## src/rtl/filter_ctrl_pkg.sv

```systemverilog
`default_nettype none
// ============================================================================
// Module   : filter_ctrl_pkg
// Purpose  : Shared constants for the colour-filter controller: channel bit
//            positions inside the 3-bit filter mask, the mask width and the
//            default debounce length.
// Ports    : none (package)
// Revision : 1.0 - initial release
// ============================================================================
package filter_ctrl_pkg;

  // Bit positions of each colour channel inside {R,G,B} masks.
  localparam int CH_R = 2;
  localparam int CH_G = 1;
  localparam int CH_B = 0;

  // Number of filterable channels.
  localparam int MASK_W = 3;

  // Stable cycles before a button level change is accepted.
  localparam int DEBOUNCE_DEFAULT = 240000;

endpackage : filter_ctrl_pkg
`default_nettype wire

```

## src/rtl/filter_ctrl_btn_debounce.sv

```systemverilog
`default_nettype none
// ============================================================================
// Module   : btn_debounce
// Purpose  : One pushbutton channel: 2-flop synchronizer, stability counter,
//            debounced level and a one-cycle press event on each accepted
//            0->1 change of the debounced level.
// Ports    : clk      - system clock, rising edge
//            rst_n    - asynchronous active-low reset
//            btn_raw  - raw, bouncy, asynchronous button input
//            press    - registered one-cycle press event
// Revision : 1.0 - initial release
// ============================================================================
module btn_debounce #(
  parameter int DEBOUNCE_CYCLES = filter_ctrl_pkg::DEBOUNCE_DEFAULT
) (
  input  logic clk,
  input  logic rst_n,
  input  logic btn_raw,
  output logic press
);

  localparam int CNT_W = $clog2(DEBOUNCE_CYCLES + 1);
  localparam logic [CNT_W-1:0] CNT_LAST = CNT_W'(DEBOUNCE_CYCLES - 1);
  localparam logic [CNT_W-1:0] CNT_ONE  = CNT_W'(1);

  logic             sync_meta;
  logic             sync;
  logic             level;
  logic [CNT_W-1:0] cnt;

  // The counter only advances while the synchronized input disagrees with the
  // debounced level and is cleared as soon as it reaches its terminal value,
  // so it can never wrap.  The press event is registered on the same edge
  // the level rises, giving exactly 2 + DEBOUNCE_CYCLES cycles of latency
  // from a clean raw edge to the event.
  always_ff @(posedge clk or negedge rst_n) begin
    if (!rst_n) begin
      sync_meta <= 1'b0;
      sync      <= 1'b0;
      level     <= 1'b0;
      cnt       <= '0;
      press     <= 1'b0;
    end else begin
      sync_meta <= btn_raw;
      sync      <= sync_meta;
      press     <= 1'b0;
      if (sync == level) begin
        cnt <= '0;
      end else if (cnt == CNT_LAST) begin
        level <= sync;
        cnt   <= '0;
        press <= sync;
      end else begin
        cnt <= cnt + CNT_ONE;
      end
    end
  end

endmodule : btn_debounce
`default_nettype wire

```

## src/rtl/filter_ctrl.sv

```systemverilog
`default_nettype none
// ============================================================================
// Module   : filter_ctrl
// Purpose  : Colour-filter control. Three debounced pushbuttons toggle bits
//            of a requested mask; the active mask seen by the pixel path only
//            takes the requested value at frame_end, so filters never change
//            mid-frame.
// Ports    : clk         - system clock, rising edge
//            rst_n       - asynchronous active-low reset
//            btn_R/G/B   - raw pushbuttons (active-high, bouncy, async)
//            frame_end   - one-cycle pulse at end of active video
//            filter_R/G/B- registered per-channel zero enables
//            filter_mask - registered {filter_R, filter_G, filter_B}
//            pending     - registered, 1 while requested != active mask
// Revision : 1.0 - initial release
// ============================================================================
module filter_ctrl
  import filter_ctrl_pkg::*;
#(
  parameter int DEBOUNCE_CYCLES = DEBOUNCE_DEFAULT
) (
  input  logic              clk,
  input  logic              rst_n,
  input  logic              btn_R,
  input  logic              btn_G,
  input  logic              btn_B,
  input  logic              frame_end,
  output logic              filter_R,
  output logic              filter_G,
  output logic              filter_B,
  output logic [MASK_W-1:0] filter_mask,
  output logic              pending
);

  logic [MASK_W-1:0] btn_raw;
  logic [MASK_W-1:0] press;
  logic [MASK_W-1:0] requested;
  logic [MASK_W-1:0] requested_next;
  logic [MASK_W-1:0] active_next;

  assign btn_raw[CH_R] = btn_R;
  assign btn_raw[CH_G] = btn_G;
  assign btn_raw[CH_B] = btn_B;

  for (genvar i = 0; i < MASK_W; i++) begin : g_chan
    btn_debounce #(
      .DEBOUNCE_CYCLES (DEBOUNCE_CYCLES)
    ) u_btn_debounce (
      .clk     (clk),
      .rst_n   (rst_n),
      .btn_raw (btn_raw[i]),
      .press   (press[i])
    );
  end

  // Looking at next-state values lets a press coincident with frame_end be
  // applied on that same edge, and keeps pending low right after frame_end.
  always_comb begin
    requested_next = requested ^ press;
    active_next    = frame_end ? requested_next : filter_mask;
  end

  always_ff @(posedge clk or negedge rst_n) begin
    if (!rst_n) begin
      requested   <= '0;
      filter_mask <= '0;
      pending     <= 1'b0;
    end else begin
      requested   <= requested_next;
      filter_mask <= active_next;
      pending     <= (requested_next != active_next);
    end
  end

  assign filter_R = filter_mask[CH_R];
  assign filter_G = filter_mask[CH_G];
  assign filter_B = filter_mask[CH_B];

endmodule : filter_ctrl
`default_nettype wire

```

## config.mk

```make
export PLATFORM = sky130hd
export DESIGN_NAME = filter_ctrl
export DESIGN_NICKNAME = d
export VERILOG_FILES = /design/src/rtl/filter_ctrl_pkg.sv /design/src/rtl/filter_ctrl_btn_debounce.sv /design/src/rtl/filter_ctrl.sv
export SDC_FILE = /design/constraint.sdc
export NUM_CORES = 1
export LEC_CHECK = 0
export CAP_MARGIN = 20
export CORE_MARGIN = 10
export CORE_UTILIZATION = 42
export CTS_BUF_LIST = sky130_fd_sc_hd__clkbuf_16
export DETAILED_ROUTE_END_ITERATION = 10
export GPL_TIMING_DRIVEN = 1
export PLACE_DENSITY = 0.65
export REMOVE_ABC_BUFFERS = 1
export SYNTH_ARGS = -nofsm -noshare
export SYNTH_HDL_FRONTEND = slang
export SYNTH_SLANG_ARGS = --single-unit
```

## constraint.sdc

```tcl
create_clock -name clk -period 4.15 [get_ports clk]
set_clock_uncertainty 0.2 [all_clocks]
set_input_delay 1.0375 -clock clk [delete_from_list [all_inputs] [get_ports clk]]
set_output_delay 1.0375 -clock clk [all_outputs]
set_load 0.02 [all_outputs]
```

---- After elaboration in Yosys (flattened, before gate mapping) ----
Cells that the tools add are included.
storage, ports and cells
  bits of input ports ..................... 6
  latch bits .............................. 0
  bits in read-only memories .............. 0
  logic and storage cells ................. 48
  memories ................................ 0
  RAM bits ................................ 0
  register bits ........................... 73
cells by class
  reductions and logical operators ........ 3
  $lt $le $gt $ge ......................... 0
  bitwise operators ....................... 4
  eq/ne operators ......................... 7
  multipliers ............................. 0
  shift-type cells ........................ 0
  add/sub/neg operators ................... 3
  muxes and demuxes ....................... 13
  div/mod/pow operators ................... 0
operator list
  operator               number
  $mux 18                6
  $add 18x1->18 const B  3
  $eq 18x18->1 const B   3
  $mux 1                 6
  $reduce_and 2->1       3
  $eq 1x1->1             3
  $mux 3                 1
  $ne 3x3->1             1
  $not 1->1              3
  $xor 3x3->3            1

---- Longest topological paths before layout ----
  word-level depth ........................ 3
  depth in mapped cells ................... 6

---- Hierarchy ----
Synthesis repeated with hierarchy kept, for this count alone.
unflattened totals
  cells, all modules ...................... 323
  area, all modules ....................... 3583.4 sq um
modules (own cells, without submodules)
  module        area an instance (sq um)  instances  sequential area each (sq um)  cells each
  btn_debounce  1083.5                    3          550.5                         101
  filter_ctrl   332.8                     1          175.2                         20

---- Worst setup path before layout ----
Ideal clock, no wire load.
  kind .................................... register to output
  start point ............................. reg filter_mask[0]
  end point ............................... out filter_mask[0]
  data arrival time ....................... 0.657 ns
  buffers on the path ..................... 1
  stages on the path, launching flop included .. 2
  path slack .............................. 2.255 ns
  cells stage by stage .................... dfrtp_1 buf_4
RTL lines
  element                   line               source
  start: declaration        filter_ctrl.sv:31  output logic [MASK_W-1:0] filter_mask,
  start signal: assignment  filter_ctrl.sv:70  filter_mask <= active_next;
No word-level cell between the ends.

---- Worst setup path after layout ----
  start point ............................. reg filter_mask[2]
  end point ............................... out filter_R
RTL lines
  element           line               source
  end: declaration  filter_ctrl.sv:28  output logic filter_R,
No word-level cell between the ends.

==> results.md <==
- CP cell instances: clkdlybuf4s50_1
- Worst skew pair latency: 330 ps
- Yosys reg bits: 73
- TritonCTS clock tree: built
- CP max-delay cell: clkdlybuf4s50_1
- Leak: 1.61 nW
- P per Cell Area: about 400 mW/mm2
- Post-layout min period: 2640 ps
- Post-route antenna net violation count: 0
- Reg2reg end: g_chan[1].u_btn_debounce.cnt[8]
- DRT Wirelength: 6040 um
- Wire length on met3: between 200 and 250 um
- Die height: 111 um
- Placer Congestion: approximately 0.82
- Leading cell type in the layout, fill and taps excluded: dfrtp_1
- Clk network pwr share: 0.513
- Pwr Total: 1.59 mW
- Logic pwr share: 0.027
- Slew Viols, Final: 0
- Core area: 0.00818 mm2
- Initial antenna violation count: 0
- Routed length per instance: 13.4 um
- # DRC: 0
- Crit-path max cell delay: 640 ps
- Switching part of the total: 0.207
- Met2 routed WL: 2780 um
- Post-synthesis cell area: ~0.0035 mm2
- Setup TNS: 0 ps
- Slew @ Worst Pin: 897 ps
- Post-Syn Instances: ~330
- Final setup fails: 0
- Crit path max fanout: 4
- DPL Wire Length: about 4100 um
- Worst r2r path cells: 5
- Top post-synthesis cells by area: dfrtp_1 (52%), xnor2_1 (8.7%), nor2_1 (6.0%)
- Rows: 33
- CP Capture Type: output port
- Tcrit/Tclk final: 0.637
- Arrival time of the worst setup path: around 1400 ps
- Reg2Reg Setup Slack: 2050 ps
- Biggest area consumer among synthesized cells: dfrtp_1
- Flop pwr share: 0.460
- Max Fclk: 379 MHz
- Place WS: 1830 ps
- Number of setup buffers added after CTS: 0
- Most frequent cells in the layout: dfrtp_1 (73), nor2_1 (56), xnor2_1 (35), nand4_1 (24)
- Sequential area share after synthesis: 0.520
- FF-to-FF Start: g_chan[1].u_btn_debounce.cnt[0]
- CP Depth: 1
- Number of synthesized flops with an enable pin: 0
- Crit path capture: filter_R
- Worst Setup Path Type: reg2out
- Routed metal-1 wirelength: between 2000 and 3000 um
- Maximum vdd ir drop: 0.316 mV
- Top cell family by delay on the critical path: buffers and inverters
- Yosys cell types: 38
- Net switching power: between 0.3 and 0.4 mW
- Relative slew margins: 0.402
- Synth-to-Final Area Change: 14.0%
- # Max-Cap Violations: 0
- Clk buf depth: 2
- Final Hold Fails: 0
- ANT cells: 0
- Hold/Removal Path Class: reg2reg
- Asr flop ratio synth: 1.00
- Die X: 111 um
- Post-synth top flop: dfrtp_1
- Initial DRC Count: 61
- Yosys top cell area share: 0.520
- Post-CTS Hold Buffers: 0
- Largest net degree at the start of global routing: 74
- CP required: 2910 ps
- Initial Utilization: 0.429
- Status: finished, final reports clean
- Pre-Repair DR Iteration Count: 4
- RSZ-0062 raised after global routing: false
- Fraction of layout cells with a size suffix above 1: 0.104
- CTS H-tree lvls: 3
- First-pass GRT wire length: ~11000 um
- Worst-path clk slew: 60 ps
- CTS resizes: 0
- Nets: 351
- Clock root buffer: clkbuf_16
- Grt total ovfl: 0
- Io pins: 13
- Port bufs: 12
- Clk sink count: 73
- DIE AREA: between 0.01 and 0.015 mm2
- Vias per inst: about 5.2
- Vias in the first global route: roughly 2300
- Vias: 2365
- Warnings from Yosys: 0
- CTS Buf Count: 9
- Worst setup startpoint: filter_mask[2]
- Uppermost layer routed: met4
- Startpoint Class: register
- Fin worst setup slack: 1510 ps
- Gr usage total: 0.103
- Pint: approximately 1.3 mW
- CP bufs+invs: 1
- Mapped Avg Cell Area: 10.7 um2
- Fillers: around 760
==> power groups by stage <==
stage          clock (mW)  sequential (mW)  combinational, mW
6_report            0.815            0.732             0.0434
5_1_grt             0.868            0.733             0.0515
4_1_cts             0.836            0.732             0.0455
3_5_place_dp            0            0.745             0.0453
3_3_place_gp            0            0.744             0.0449
2_1_floorplan           0            0.743             0.0215
==> worst register-to-register path, delay by kind of cell, from the launching register on <==
kind	cells	cell delay, ps
adders and majority gates	1	240
AOI/OAI and AO/OA	1	630
and+or+nand+nor	3	500
DFF	1	380
==> metrics by stage <==
step	util	cells	hold slack (ps)	area, um2
after CTS	0.490	452	153	4000
final	0.490	452	151	4000
after detailed placement	0.451	436	139	3680
after global placement	0.451	436	135	3680
after global routing	0.490	452	162	4000
after floorplan	-	319	131	3430
==> cells by family after synthesis <==
| family | count (synthesis) | share of synthesized area |
|---|---|---|
| compound gates | 14 | 0.0339 |
| xor+xnor | 52 | 0.130 |
| fa+ha+maj | 3 | 0.0107 |
| buf+inv | 21 | 0.0335 |
| flops | 73 | 0.520 |
| mux | 6 | 0.0192 |
| simple gates | 160 | 0.253 |
==> cell usage after synthesis (3+ instances only) <==
library cell and number:
nor2_1 56, or3_1 3, nor4_1 13, nor3_1 9, nand2_1 17, a21oi_1 5, dfrtp_1 73, nand4_1 24
xnor2_1 35, xor2_1 17, mux2_2 6, ha_1 3, and4_1 3, buf_6 3, a31o_2 4, nand3_1 15
buf_4 3, inv_1 11
==> layout make-up <==
| type | instances | area (um2) | area share |
|---|---|---|---|
| flip-flops and latches | 73 | 1830 | 0.456 |
| multi-input cells | 235 | 1570 | 0.391 |
| clock buffers | 9 | 225 | 0.0563 |
| well taps | 105 | 131 | 0.0328 |
| repair buffers | 12 | 118 | 0.0294 |
| clock inverters | 7 | 93.8 | 0.0234 |
| inverters | 11 | 41.3 | 0.0103 |
==> metal layers <==
| metal | track usage | vias up |
|---|---|---|
| met5 | 0 | - |
| met1 | 0.126 | 1154 |
| met3 | 0.0344 | 10 |
| met4 | 0.0506 | 0 |
| met2 | 0.160 | 24 |
| li1 | - | 1177 |
==> state kept, by name (all words and copies together), names as in the netlist <==
| signal | cells |
|---|---|
| g_chan.u_btn_debounce.level | 3 |
| requested | 3 |
| filter_mask | 3 |
| g_chan.u_btn_debounce.sync | 3 |
| g_chan.u_btn_debounce.press | 3 |
| g_chan.u_btn_debounce.cnt | 54 |
| pending | 1 |
| g_chan.u_btn_debounce.sync_meta | 3 |
==> worst min path at each step <==
stage	start	end	slack, ps	cells after the start
final	g_chan[2].u_btn_debounce.sync_meta	g_chan[2].u_btn_debounce.sync	150	0
after global routing	g_chan[2].u_btn_debounce.sync_meta	g_chan[2].u_btn_debounce.sync	160	0
after CTS	g_chan[2].u_btn_debounce.sync_meta	g_chan[2].u_btn_debounce.sync	150	0
after detailed placement	g_chan[2].u_btn_debounce.sync_meta	g_chan[2].u_btn_debounce.sync	140	0
after global placement	g_chan[0].u_btn_debounce.sync_meta	g_chan[0].u_btn_debounce.sync	130	0
after floorplan	g_chan[0].u_btn_debounce.sync_meta	g_chan[0].u_btn_debounce.sync	130	0
No activity file was read; power rests on OpenSTA's default activity.
==> variant 1: new RTL, config.mk and constraints unchanged <==
Add an input register stage for `btn_R`, `btn_G`, `btn_B` and `frame_end`, without a reset; this delays them by one clock. Comments in the files are not updated.
--- a/src/rtl/filter_ctrl.sv
+++ b/src/rtl/filter_ctrl.sv
@@ -32,15 +32,27 @@
   output logic              pending
 );
 
+  logic btn_R_q;
+  logic btn_G_q;
+  logic btn_B_q;
+  logic frame_end_q;
+
+  always_ff @(posedge clk) begin
+    btn_R_q     <= btn_R;
+    btn_G_q     <= btn_G;
+    btn_B_q     <= btn_B;
+    frame_end_q <= frame_end;
+  end
+
   logic [MASK_W-1:0] btn_raw;
   logic [MASK_W-1:0] press;
   logic [MASK_W-1:0] requested;
   logic [MASK_W-1:0] requested_next;
   logic [MASK_W-1:0] active_next;
 
-  assign btn_raw[CH_R] = btn_R;
-  assign btn_raw[CH_G] = btn_G;
-  assign btn_raw[CH_B] = btn_B;
+  assign btn_raw[CH_R] = btn_R_q;
+  assign btn_raw[CH_G] = btn_G_q;
+  assign btn_raw[CH_B] = btn_B_q;
 
   for (genvar i = 0; i < MASK_W; i++) begin : g_chan
     btn_debounce #(
@@ -57,7 +69,7 @@
   // applied on that same edge, and keeps pending low right after frame_end.
   always_comb begin
     requested_next = requested ^ press;
-    active_next    = frame_end ? requested_next : filter_mask;
+    active_next    = frame_end_q ? requested_next : filter_mask;
   end
 
   always_ff @(posedge clk or negedge rst_n) begin
Formal check against the unedited RTL: no difference found for any inputs over 10 cycles, from zero or initial values and one cycle with rst_n low; that may be too few to reach the edited logic, so the function may still have changed.
==> variant 1 against the original RTL <==
Critical path depth is the same. Critical path type unchanged. Area after synthesis grew 2.3%. Worst setup slack improved by 0.031 ns. Largest cell class unchanged. Routed wire length up 2.7%. First-iteration DRC count up 100%. Design area rose by 1.3%. Maximum frequency grew 1.2%. Sequential cell count up 4. Largest power group is now registers. Power decreased by 1.5%. Highest routed layer unchanged.
==> variant 1: results (changes against the original RTL) <==
hold_path:
  worstHoldStart: "btn_G_q$_DFF_P_"
  worstHoldEndpoint: "g_chan[1].u_btn_debounce.sync_meta$_DFF_PN0_"
finish:
  nets: 355  # +1.1%
  drive_gt1_share_pct: 10.54  # +0.17 points
  top_register: "g_chan.u_btn_debounce.cnt"
detailed_routing:
  wirelength_um: 6204  # +2.7%
  met3_length_um: 174  # -18%
  drt_iter0_markers: 122  # +100%
  met1Wirelength_um: 2963  # +1.1%
  avgViaCountPerCell: 5.239  # +0.13%
  wl_met2_um: 2936  # +5.8%
grt:
  grt_pass1_vias: 2392  # +1.8%
  gr-usage-all-layers_pct: 10.29  # -0.015 points
  use_met2_pct: 16.07  # +0.085 points
  use_met1_pct: 13.04  # +0.45 points
  met3_usage_pct: 2.130  # -1.3 points
  grt_pass1_wl_um: 11050  # +2.8%
  grt_start_max_net_pins: 74  # unchanged
synth:
  synth.distinct_cells: 39  # +2.6%
  synth_area_leaders: "dfrtp_1 (51%), xnor2_1 (8.5%), nor2_1 (5.9%)"
  yosysWarnings: 0  # unchanged
  seq_area_frac_synth_pct: 53.10  # +1.1 points
  ys_async_sr_fraction_pct: 94.81  # -5.2 points
worst_setup_path:
  cpPeakStageDelay_ns: 0.63
  reg2reg_depth: 5  # unchanged
  startpoint: "filter_mask[1]$_DFF_PN0_"
  cp_data_arrival_time_ns: 1.37  # -0.03 ns
  critPathCapture: "filter_mask[1]"
sta:
  max_slew_margin_pct: 39.98  # -0.23 points
place:
  place_area_um2: 3764  # +2.2%
  dp_hpwl_um: 4139  # +1.8%
  globalplace.congestion: 0.8286  # +0.45%
clocking:
  cts-resized-gates: 0  # unchanged
power_and_ir_drop:
  ir_drop_v: 0.0002153  # -32%
  clock_net_power_uw: 750  # -8.0%
  p_sw_uw: 370.1  # +13%
  power.leakage_uw: 0.001635  # +1.3%
status:
  status: "finished clean"
floorplanning:
  initial_core_util_pct: 43.48  # +0.54 points
==> variant 1: cell types whose count changed after synthesis, sizes merged <==
cell and delta:
dfxtp +4
==> variant 1: logic make-up after synthesis <==
logic type | share of synthesized area, %
buffers and inverters | 3.275
xor gates and xnor gates | 12.68
muxes | 1.881
DFF | 53.10
and+or+nand+nor | 24.70
adders and majority gates | 1.045
AOI/OAI and AO/OA | 3.310
==> variant 1: metrics by stage <==
step	hold slack [ns]	instances	util, %	setup slack (ns)
5_1_grt	0.1399	456	49.11	1.470
3_5_place_dp	0.1231	440	45.58	1.888
3_3_place_gp	0.1201	440	45.58	1.921
6_report	0.1302	456	49.11	1.540
2_1_floorplan	0.1163	323	-	2.303
4_1_cts	0.1321	456	49.11	1.519
==> variant 1: layout make-up <==
type / count / area (um^2)
multi-input combinational: 235 / 1567
fill: 759 / 4203
clock buffer: 9 / 225.2
clock inverter: 7 / 66.31
tap: 105 / 131.4
timing repair buffer: 12 / 117.6
inverter: 11 / 41.29
sequential: 77 / 1907
==> variant 2: new RTL, same flow settings <==
Without the edit above. Register the outputs `filter_R`, `filter_G` and `filter_B`, without a reset; this adds one clock of latency there. The other outputs are not delayed to match. Comments in the files are not updated.
--- a/src/rtl/filter_ctrl.sv
+++ b/src/rtl/filter_ctrl.sv
@@ -72,9 +72,11 @@
     end
   end
 
-  assign filter_R = filter_mask[CH_R];
-  assign filter_G = filter_mask[CH_G];
-  assign filter_B = filter_mask[CH_B];
+  always_ff @(posedge clk) begin
+    filter_R <= filter_mask[CH_R];
+    filter_G <= filter_mask[CH_G];
+    filter_B <= filter_mask[CH_B];
+  end
 
 endmodule : filter_ctrl
 `default_nettype wire
Check against the original RTL: same outputs for any inputs over 10 cycles, from zero or initial values and one cycle with rst_n low; that may be too few to reach the edited logic, so the function may still have changed.
==> variant 2 against the original RTL <==
Worst setup slack better by 0.042 ns. Routed wire length is 1.4% higher. Sequential power is 4.0% higher. Utilization is 0.17 points higher. Highest routed layer unchanged. Sequential cell count is 3 higher. Design area is 0.84% higher. Area after synthesis is 1.1% higher. Power is 1.8% lower. Largest power group is now registers. Synthesized cell count stayed put.
==> variant 2: results (changes against the original RTL) <==
sta:
  worst_slew_pin_slew_ns: 0.9005  # +0.003576 ns
  min_period_over_period_pct: 62.64  # -1.0 points
  tns_ns: 0  # unchanged
synth:
  seq_area_frac_synth_pct: 53.17  # +1.1 points
  synth_ff_type: "dfrtp_1"
  yosysWarnings: 0  # unchanged
  ys_async_sr_fraction_pct: 96.05  # -3.9 points
  syn_inst: 329  # unchanged
  synth_top_cells_by_count: "dfrtp_1 (73), nor2_1 (56), xnor2_1 (35)"
  synth.distinct_cells: 38  # unchanged
  synth_area_leaders: "dfrtp_1 (51%), xnor2_1 (8.6%), nor2_1 (5.9%)"
finish:
  nets: 354  # +0.85%
  diodes: 0  # unchanged
  stdcell_count: 455  # +0.66%
  drive_gt1_share_pct: 10.29  # -0.089 points
  largest_register_ffs: 54  # unchanged
  top_register: "g_chan.u_btn_debounce.cnt"
power_and_ir_drop:
  ir_drop_v: 0.0001837  # -42%
  p_sw_uw: 335.3  # +1.9%
  power.leakage_uw: 0.001620  # +0.36%
detailed_routing:
  vias: 2382  # +0.72%
  wirelength_um: 6125  # +1.4%
  drt_iter0_markers: 98  # +61%
  dr.pass1.iters: 4  # unchanged
worst_setup_path:
  cp_data_arrival_time_ns: 1.36  # -0.04 ns
  worstPathMaxFanout: 4  # unchanged
  reg2reg_depth: 5  # unchanged
  reg2reg_slack_ns: 2.03  # -0.02 ns
  critPathCapture: "filter_mask[1]"
  timing.rr.end: "g_chan[1].u_btn_debounce.cnt[12]$_DFF_PN0_"
  cp_top_family: "buffers and inverters"
  reg2reg_from: "g_chan[1].u_btn_debounce.cnt[0]$_DFF_PN0_"
  startpoint: "filter_mask[1]$_DFF_PN0_"
  cpMaxStageDelayCell: "clkdlybuf4s50_1"
  cpPeakStageDelay_ns: 0.64  # about the same
grt:
  grt_start_max_net_pins: 74  # unchanged
  grt_pass1_wl_um: 10820  # +0.58%
  grt_pass1_vias: 2285  # -2.7%
  gr-usage-all-layers_pct: 10.34  # +0.039 points
  antenna_found_initial: 0  # unchanged
clocking:
  h-tree-depth: 3  # unchanged
  cts.root.buffer_cell: "clkbuf_16"
  cts-resized-gates: 0  # unchanged
  clk_pin_slew_ns: 0.05
  cts_buffers: 9  # unchanged
  clk_latency_ns: 0.33  # about the same
  cts_setup_buffers: 0  # unchanged
  clk_path_buf_depth: 2  # unchanged
place:
  dp_hpwl_um: 3995  # -1.7%
  globalplace.congestion: 0.8156  # -1.1%
  io_buffers: 12  # unchanged
  place_inst: 439  # +0.69%
  pre_cts_slack_ns: 1.875  # +0.04494 ns
hold_path:
  hold_path_class: "register to register"
  hold_depth: 0  # unchanged
status:
  status: "finished clean"
-- variant 2: cell types whose count changed in the layout (fill, tap and decap cells not counted), sizes merged --
cell and delta:
dfxtp +3, clkinv +2, inv -2, bufinv -1, clkinvlp +1
-- variant 2: worst reg2reg max path, cell delays in order (launching register included) --
cell and delay [ns]:
dfrtp_1 0.39, ha_1 0.25, and4_4 0.30, nand3_4 0.09, o31ai_4 0.63, nor2_1 0.12
-- variant 2: final cells by class --
cell class              instances  area [um^2]
clock buffers                   9        225.2
clock inverters                 7        67.56
fillers                       742         4180
inverters                      11        41.29
multi-input cells             235         1567
flip-flops and latches         76         1887
well taps                     105        131.4
repair buffers                 12        117.6
-- variant 2: per-layer routing --
layer / up-vias / routed length [um] / GRT usage (%)
li1: 1190 / - / -
met2: 26 / 2720 / 15.15
met3: 11 / 267 / 3.865
met4: 0 / 111 / 4.370
met1: 1155 / 3025 / 13.35
met5: - / 0 / 0
-- variant 2: cell families (layout without fill, tap and decap cells) --
kind of cell             after synthesis  after routing  share of synthesized area, %
AO/OA/AOI/OAI                         14             14                         3.350
flip-flops                            76             76                         53.17
buffers and inverters                 18             39                         2.680
XOR/XNOR                              52             52                         12.83
multiplexers                           6              6                         1.904
AND/OR/NAND/NOR                      160            160                         25.00
adder cells (fa/ha/maj)                3              3                         1.058
-- variant 2: power by group through the flow --
stage / registers (uW) / clock network (uW) / logic, uW
floorplan: 772 / 0 / 21.5
global placement: 774 / 0 / 45.3
detailed placement: 774 / 0 / 45.7
global route: 762 / 819 / 52.2
CTS: 761 / 783 / 46.4
finish: 761 / 757 / 44.3
-- variant 2: how the worst min path moves through the flow --
stage / start / to / slack (ns)
after floorplan: g_chan[0].u_btn_debounce.sync_meta$_DFF_PN0_ / g_chan[0].u_btn_debounce.sync$_DFF_PN0_ / 0.13
final: g_chan[0].u_btn_debounce.sync_meta$_DFF_PN0_ / g_chan[0].u_btn_debounce.sync$_DFF_PN0_ / 0.15
after detailed placement: g_chan[0].u_btn_debounce.sync_meta$_DFF_PN0_ / g_chan[0].u_btn_debounce.sync$_DFF_PN0_ / 0.13
after global routing: g_chan[1].u_btn_debounce.sync_meta$_DFF_PN0_ / g_chan[1].u_btn_debounce.sync$_DFF_PN0_ / 0.16
after CTS: g_chan[0].u_btn_debounce.sync_meta$_DFF_PN0_ / g_chan[0].u_btn_debounce.sync$_DFF_PN0_ / 0.15
after global placement: g_chan[1].u_btn_debounce.sync_meta$_DFF_PN0_ / g_chan[1].u_btn_debounce.sync$_DFF_PN0_ / 0.14
-- variant 2: per-stage QoR --
step / cell area (um^2) / hold slack [ns]
2_1_floorplan: 3495 / 0.1312
3_3_place_gp: 3744 / 0.1391
3_5_place_dp: 3744 / 0.1347
4_1_cts: 4036 / 0.1476
5_1_grt: 4036 / 0.1636
6_report: 4036 / 0.1465
